### src/rtl/bcd_stopwatch_src_if.sv
// Button inputs and display-side outputs of the BCD stopwatch source.
// master: the stopwatch itself; slave: the downstream scan driver plus button wiring.
interface bcd_stopwatch_src_if;
    logic        btn_ss;
    logic        btn_clr;
    logic [15:0] bcd;
    logic [3:0]  blank;
    logic        running;
    logic        upd;
    logic        ovf;

    modport master (
        input  btn_ss, btn_clr,
        output bcd, blank, running, upd, ovf
    );

    modport slave (
        output btn_ss, btn_clr,
        input  bcd, blank, running, upd, ovf
    );
endinterface

### src/rtl/bcd_stopwatch_src.sv
// 4-digit BCD stopwatch: debounced start/stop and clear buttons, run/pause/clear FSM,
// prescaled BCD count with leading-zero blanking and update/overflow strobes.
module bcd_stopwatch_src #(
    parameter int unsigned TICK_DIV   = 625,
    parameter int unsigned DEB_CYCLES = 16,
    parameter bit          WRAP       = 1'b1
) (
    input  logic                 clk,
    input  logic                 rst_n,
    bcd_stopwatch_src_if.master  bus
);

    localparam int unsigned PW = $clog2(TICK_DIV);
    localparam int unsigned DW = $clog2(DEB_CYCLES);

    typedef enum logic [1:0] {StIdle, StRun, StPause, StFull} state_e;

    // Index 0: start/stop, index 1: clear
    logic [1:0]         s1_q, s1_d, s2_q, s2_d, deb_q, deb_d, press;
    logic [1:0][DW-1:0] cnt_q, cnt_d;

    state_e        state_q, state_d;
    logic [PW-1:0] pre_q, pre_d;
    logic [15:0]   bcd_q, bcd_d;
    logic          running_q, running_d;
    logic          upd_q, upd_d;
    logic          ovf_q, ovf_d;
    logic          tick;

    function automatic logic [15:0] bcd_inc(input logic [15:0] v);
        logic [15:0] r;
        logic        c;
        r = v;
        c = 1'b1;
        for (int i = 0; i < 4; i++) begin
            if (c) begin
                if (v[4*i +: 4] == 4'd9) begin
                    r[4*i +: 4] = 4'd0;
                end else begin
                    r[4*i +: 4] = v[4*i +: 4] + 4'd1;
                    c = 1'b0;
                end
            end
        end
        return r;
    endfunction

    always_comb begin
        s1_d  = {bus.btn_clr, bus.btn_ss};
        s2_d  = s1_q;
        deb_d = deb_q;
        cnt_d = cnt_q;
        for (int i = 0; i < 2; i++) begin
            if (s2_q[i] == deb_q[i]) begin
                cnt_d[i] = '0;
            end else if (cnt_q[i] == DW'(DEB_CYCLES - 1)) begin
                deb_d[i] = s2_q[i];
                cnt_d[i] = '0;
            end else begin
                cnt_d[i] = cnt_q[i] + DW'(1);
            end
        end
        press = deb_d & ~deb_q;
    end

    always_comb begin
        state_d = state_q;
        pre_d   = pre_q;
        bcd_d   = bcd_q;
        upd_d   = 1'b0;
        ovf_d   = 1'b0;
        tick    = (state_q == StRun) && (pre_q == PW'(TICK_DIV - 1));

        if (press[1]) begin
            state_d = StIdle;
            bcd_d   = '0;
            pre_d   = '0;
            upd_d   = (bcd_q != 16'h0000);
        end else begin
            if (state_q == StRun) begin
                pre_d = tick ? '0 : pre_q + PW'(1);
            end
            unique case (state_q)
                StIdle:  if (press[0]) state_d = StRun;
                StRun:   if (press[0]) state_d = StPause;
                StPause: if (press[0]) state_d = StRun;
                StFull:  state_d = StFull;
                default: state_d = StIdle;
            endcase
            if (tick) begin
                if (bcd_q == 16'h9999) begin
                    ovf_d = 1'b1;
                    if (WRAP) begin
                        bcd_d = '0;
                        upd_d = 1'b1;
                    end else begin
                        // Saturation wins over a same-cycle start/stop press
                        state_d = StFull;
                    end
                end else begin
                    bcd_d = bcd_inc(bcd_q);
                    upd_d = 1'b1;
                end
            end
        end
        running_d = (state_d == StRun);
    end

    always_ff @(posedge clk) begin
        if (!rst_n) begin
            s1_q      <= '0;
            s2_q      <= '0;
            deb_q     <= '0;
            cnt_q     <= '0;
            state_q   <= StIdle;
            pre_q     <= '0;
            bcd_q     <= '0;
            running_q <= 1'b0;
            upd_q     <= 1'b0;
            ovf_q     <= 1'b0;
        end else begin
            s1_q      <= s1_d;
            s2_q      <= s2_d;
            deb_q     <= deb_d;
            cnt_q     <= cnt_d;
            state_q   <= state_d;
            pre_q     <= pre_d;
            bcd_q     <= bcd_d;
            running_q <= running_d;
            upd_q     <= upd_d;
            ovf_q     <= ovf_d;
        end
    end

    logic b3, b2, b1;
    assign b3 = (bcd_q[15:12] == 4'd0);
    assign b2 = b3 & (bcd_q[11:8] == 4'd0);
    assign b1 = b2 & (bcd_q[7:4] == 4'd0);

    assign bus.bcd     = bcd_q;
    assign bus.blank   = {b3, b2, b1, 1'b0};
    assign bus.running = running_q;
    assign bus.upd     = upd_q;
    assign bus.ovf     = ovf_q;

endmodule
### src/flat_wrapper.sv
// flat-port wrapper written by rule: the top's interface ports become plain ports
module bcd_stopwatch_src_flat 
#(
    parameter int unsigned TICK_DIV   = 625,
    parameter int unsigned DEB_CYCLES = 16,
    parameter bit          WRAP       = 1'b1
)
  (clk, rst_n, bus_btn_ss, bus_btn_clr, bus_bcd, bus_blank, bus_running, bus_upd, bus_ovf);
  bcd_stopwatch_src_if bus_i ();
  input  logic clk;
  input  logic rst_n;
  input wire logic [$bits(bus_i.btn_ss)-1:0] bus_btn_ss;
  input wire logic [$bits(bus_i.btn_clr)-1:0] bus_btn_clr;
  output wire logic [$bits(bus_i.bcd)-1:0] bus_bcd;
  output wire logic [$bits(bus_i.blank)-1:0] bus_blank;
  output wire logic [$bits(bus_i.running)-1:0] bus_running;
  output wire logic [$bits(bus_i.upd)-1:0] bus_upd;
  output wire logic [$bits(bus_i.ovf)-1:0] bus_ovf;
  assign bus_i.btn_ss = bus_btn_ss;
  assign bus_i.btn_clr = bus_btn_clr;
  assign bus_bcd = bus_i.bcd;
  assign bus_blank = bus_i.blank;
  assign bus_running = bus_i.running;
  assign bus_upd = bus_i.upd;
  assign bus_ovf = bus_i.ovf;
  bcd_stopwatch_src #(.TICK_DIV(TICK_DIV), .DEB_CYCLES(DEB_CYCLES), .WRAP(WRAP)) u_core (.clk(clk), .rst_n(rst_n), .bus(bus_i));
endmodule
### config.mk
export PLATFORM = sky130hd
export DESIGN_NAME = bcd_stopwatch_src_flat
export DESIGN_NICKNAME = d
export VERILOG_FILES = /design/src/rtl/bcd_stopwatch_src_if.sv /design/src/rtl/bcd_stopwatch_src.sv /design/src/flat_wrapper.sv
export SDC_FILE = /design/constraint.sdc
export NUM_CORES = 1
export LEC_CHECK = 0
export BUFFER_PORTS_ARGS = -buffer_cell sky130_fd_sc_hd__buf_4
export CAP_MARGIN = 20
export CORE_ASPECT_RATIO = 0.5
export CORE_MARGIN = 1
export CORE_UTILIZATION = 55
export CTS_BUF_LIST = sky130_fd_sc_hd__clkbuf_16
export DETAILED_ROUTE_END_ITERATION = 7
export HOLD_SLACK_MARGIN = 0.06
export PLACE_DENSITY = 0.86
export SYNTH_ARGS = -nofsm -noshare
export SYNTH_HDL_FRONTEND = slang
export SYNTH_SLANG_ARGS = --single-unit
### constraint.sdc
create_clock -name clk -period 2.1 [get_ports clk]
set_clock_uncertainty 0.15 [all_clocks]
set_input_delay 0.42 -clock clk [delete_from_list [all_inputs] [get_ports clk]]
set_output_delay 0.42 -clock clk [all_outputs]
set_load 0.05 [all_outputs]
==> impl_metrics.py <==
metrics = {
    "floorplanning": {
        "die-height_um": 46.7,
        "std_cell_rows": 15,
        "core_um2": 3620,
        "start_util_pct": 60.8,
        "dieArea_um2": 4280,
        "fp.dieW_um": 91.5,
        "io_pins": 27,
    },
    "cells_and_area": {
        "fill_cells": 206,
        "final_cells": 344,
        "nets": 312,
        "n_antenna_cell": 0,
        "multi_input_area_um2": 1270,
        "drive_gt1_share_pct": 29.0,
        "areaGrowthSynthToFinish_pct": 29.7,
        "final-seq-area_um2": 913,
    },
    "sta": {
        "maxSlewViolCount": 0,
        "period_share_pct": 107,
        "max_freq_ghz": 0.447,
        "fin_ws_ps": -139,
        "setup_viol": 6,
        "hold_viol": 0,
        "rsz0062_at_grt": "true",
        "tns_ps": -321,
        "period_needed_ps": 2240,
    },
    "worst_setup_path": {
        "crit_type": "register to register",
        "crit_arrival_ps": 2290,
        "crit_required_ps": 2150,
        "crit_path_max_fanout": 6,
        "crit_path_end_kind": "register",
        "cp-start-kind": "register",
    },
    "route": {
        "wl_per_cell_um": 16.8,
        "drtIter0Drc": 185,
        "vias": 2026,
        "via_per_inst": 5.89,
        "drt_pass1_iterations": 5,
        "routed_wl_mm": 5.77,
        "drtAntennaViolNets": 0,
        "drc": 0,
    },
    "cts": {
        "cts_buffer_depth": 2,
        "cts.sinks": 45,
        "htreeDepth": 2,
        "clock_latency_ps": 290,
        "numCtsBuffers": 5,
        "clkTransAtPathRegs_ps": 60,
        "root_buffer": "clkbuf_16",
        "cts_tree": "yes",
    },
    "global_route": {
        "grt_max_degree": 16,
        "met1_usage_pct": 29.3,
        "antenna_found_initial": 0,
        "grt_pass1_vias": 1873,
        "grt-ovfl-total": 0,
        "use_met2_pct": 49.8,
        "grt_pass1_wl_mm": 8.45,
        "met3_usage_pct": 8.90,
        "track_usage_pct": 26.4,
        "grt.busiest_layer": "met2",
    },
    "logic_synthesis": {
        "yosysWarnings": 0,
        "ys.flop_type": "dfxtp_1",
        "syn_nets": 269,
        "syn_inst": 249,
        "ys_seq_elements": 45,
        "synth_edf_count": 0,
        "synth_area_um2": 2200,
        "synth.distinct_cells": 41,
        "synth-async-reset-ratio_pct": 0,
        "avgSynthCellArea_um2": 8.84,
        "yosysSeqAreaShare_pct": 40.9,
    },
    "placed_design": {
        "gp_congestion": 0.870,
        "dp_hpwl_mm": 3.23,
        "dp.cells": 324,
        "io_buffers": 25,
    },
    "power": {
        "ir_worst_vdd_v": 0.000607,
        "power_density_nw_per_um2": 669,
        "power.leakage_nw": 1.13,
    },
    "run_status": {
        "outcome": "finished, violations left",
        "violations": "setup timing",
    },
    "min_path": {
        "hp-class": "input pin to register",
    },
    "job": {
        "cap_violations": 0,
    },
}
-- cells by family (layout without fill, tap and decap cells) --
group	Yosys count	after routing	share of synthesized area, %
and+or+nand+nor	111	111	29.1
DFF	45	45	40.9
AOI/OAI and AO/OA	34	34	8.30
buffers and inverters	25	69	5.40
adders and majority gates	16	16	9.09
xor gates and xnor gates	13	13	5.17
muxes	4	4	1.88
other	1	1	0.170
-- cell type report --
type	instances	share of cell area [%]
clock inverters	3	2.28
multi-input cells	179	44.3
inverters	16	2.28
clock buffers	5	4.38
repair buffers	45	12.5
flip-flops and latches	45	32.0
well taps	51	2.23
-- power by group --
part           switching [mW]  leakage [nW]  internal (mW)
clock                   0.338        0.0938          0.680
sequential            0.00278         0.367          0.855
combinational          0.0222         0.667         0.0108
-- cell usage after synthesis (all sizes together) (3+ instances only) --
cell type | number | area, um2
a21oi | 18 | 90.1
and2 | 7 | 43.8
and3 | 6 | 38.8
and3b | 3 | 26.3
buf | 7 | 51.3
dfxtp | 45 | 901
ha | 16 | 200
inv | 16 | 60.1
mux2i | 3 | 30.0
nand2 | 12 | 45.0
nand2b | 4 | 25.0
nand3 | 19 | 100
nand3b | 4 | 30.0
nand4 | 5 | 31.3
nor2 | 25 | 93.8
nor3b | 3 | 22.5
o21ai | 11 | 55.1
or3 | 5 | 31.3
or4 | 8 | 60.1
xnor2 | 5 | 43.8
xor2 | 8 | 70.1
-- state kept, by name (all words and copies together), names as in the netlist --
name and flops:
u_core.bus.bcd 16, u_core.pre_q 10, u_core.cnt_q 8, u_core.deb_q 2, u_core.s1_q 2, u_core.s2_q 2, u_core.state_q 2, u_core.bus.ovf 1
u_core.bus.running 1, u_core.bus.upd 1
-- layout by cell type, fill, tap and decap left out, types with 3 or more instances in the layout --
cell type / count
nor2_1: 25
a21oi_2: 4
xor2_1: 8
clkbuf_16: 5
and2_1: 7
or4_4: 4
inv_1: 12
mux2i_1: 3
xnor2_1: 5
a21oi_1: 14
buf_6: 3
nand3b_1: 4
nand3_1: 17
ha_1: 14
nand2b_1: 4
o21ai_0: 10
nand4_1: 5
buf_4: 41
dfxtp_1: 39
nand2_1: 12
dfxtp_2: 4
and3_1: 3
or3_1: 5
or4_1: 4
-- path summary, 6_finish.rpt --
kind	startpoint	end	slack, ps	depth (start not counted)
worst max-delay path	u_core.pre_q[0]	u_core.bus.bcd[14]	-140	7
worst max register to register	u_core.pre_q[0]	u_core.bus.bcd[14]	-140	7
worst min-delay path	bus_btn_clr	u_core.s1_q[1]	190	2
worst min register to register	u_core.cnt_q[4]	u_core.cnt_q[4]	300	1
-- critical path, stage by stage, from the launching register on --
cell and delay [ps]:
dfxtp_2 340, inv_2 80, ha_4 130, nor4b_4 330, nand3_2 200, buf_6 190
or4_1 530, a21oi_1 210
-- metrics by stage --
stage	hold slack, ps	instance area (um2)	util (%)	worst slack (ps)	total power, mW
after CTS	189	2780	76.7	-22.6	1.91
after global placement	263	2460	67.9	110	0.910
final	189	2860	78.8	-139	1.91
after global routing	181	2860	78.8	-182	1.95
after detailed placement	272	2460	67.9	80.7	0.911
after floorplan	262	2210	-	22.6	0.899
-- what timing repair did --
item	4_1_cts	5_1_grt
gates resized for setup	19	16
pin swaps	5	13
hold buffers	0	0
gates cloned	1	0
setup endpoints to repair	6	11
buffers inserted	8	3
-- metal layers --
metal	routed length [um]	part of all wire, %
met5	0	0
met2	2810	49
met3	432	7.5
met1	2330	40
met4	189	3.3
No activity file was read; power rests on OpenSTA's default activity.
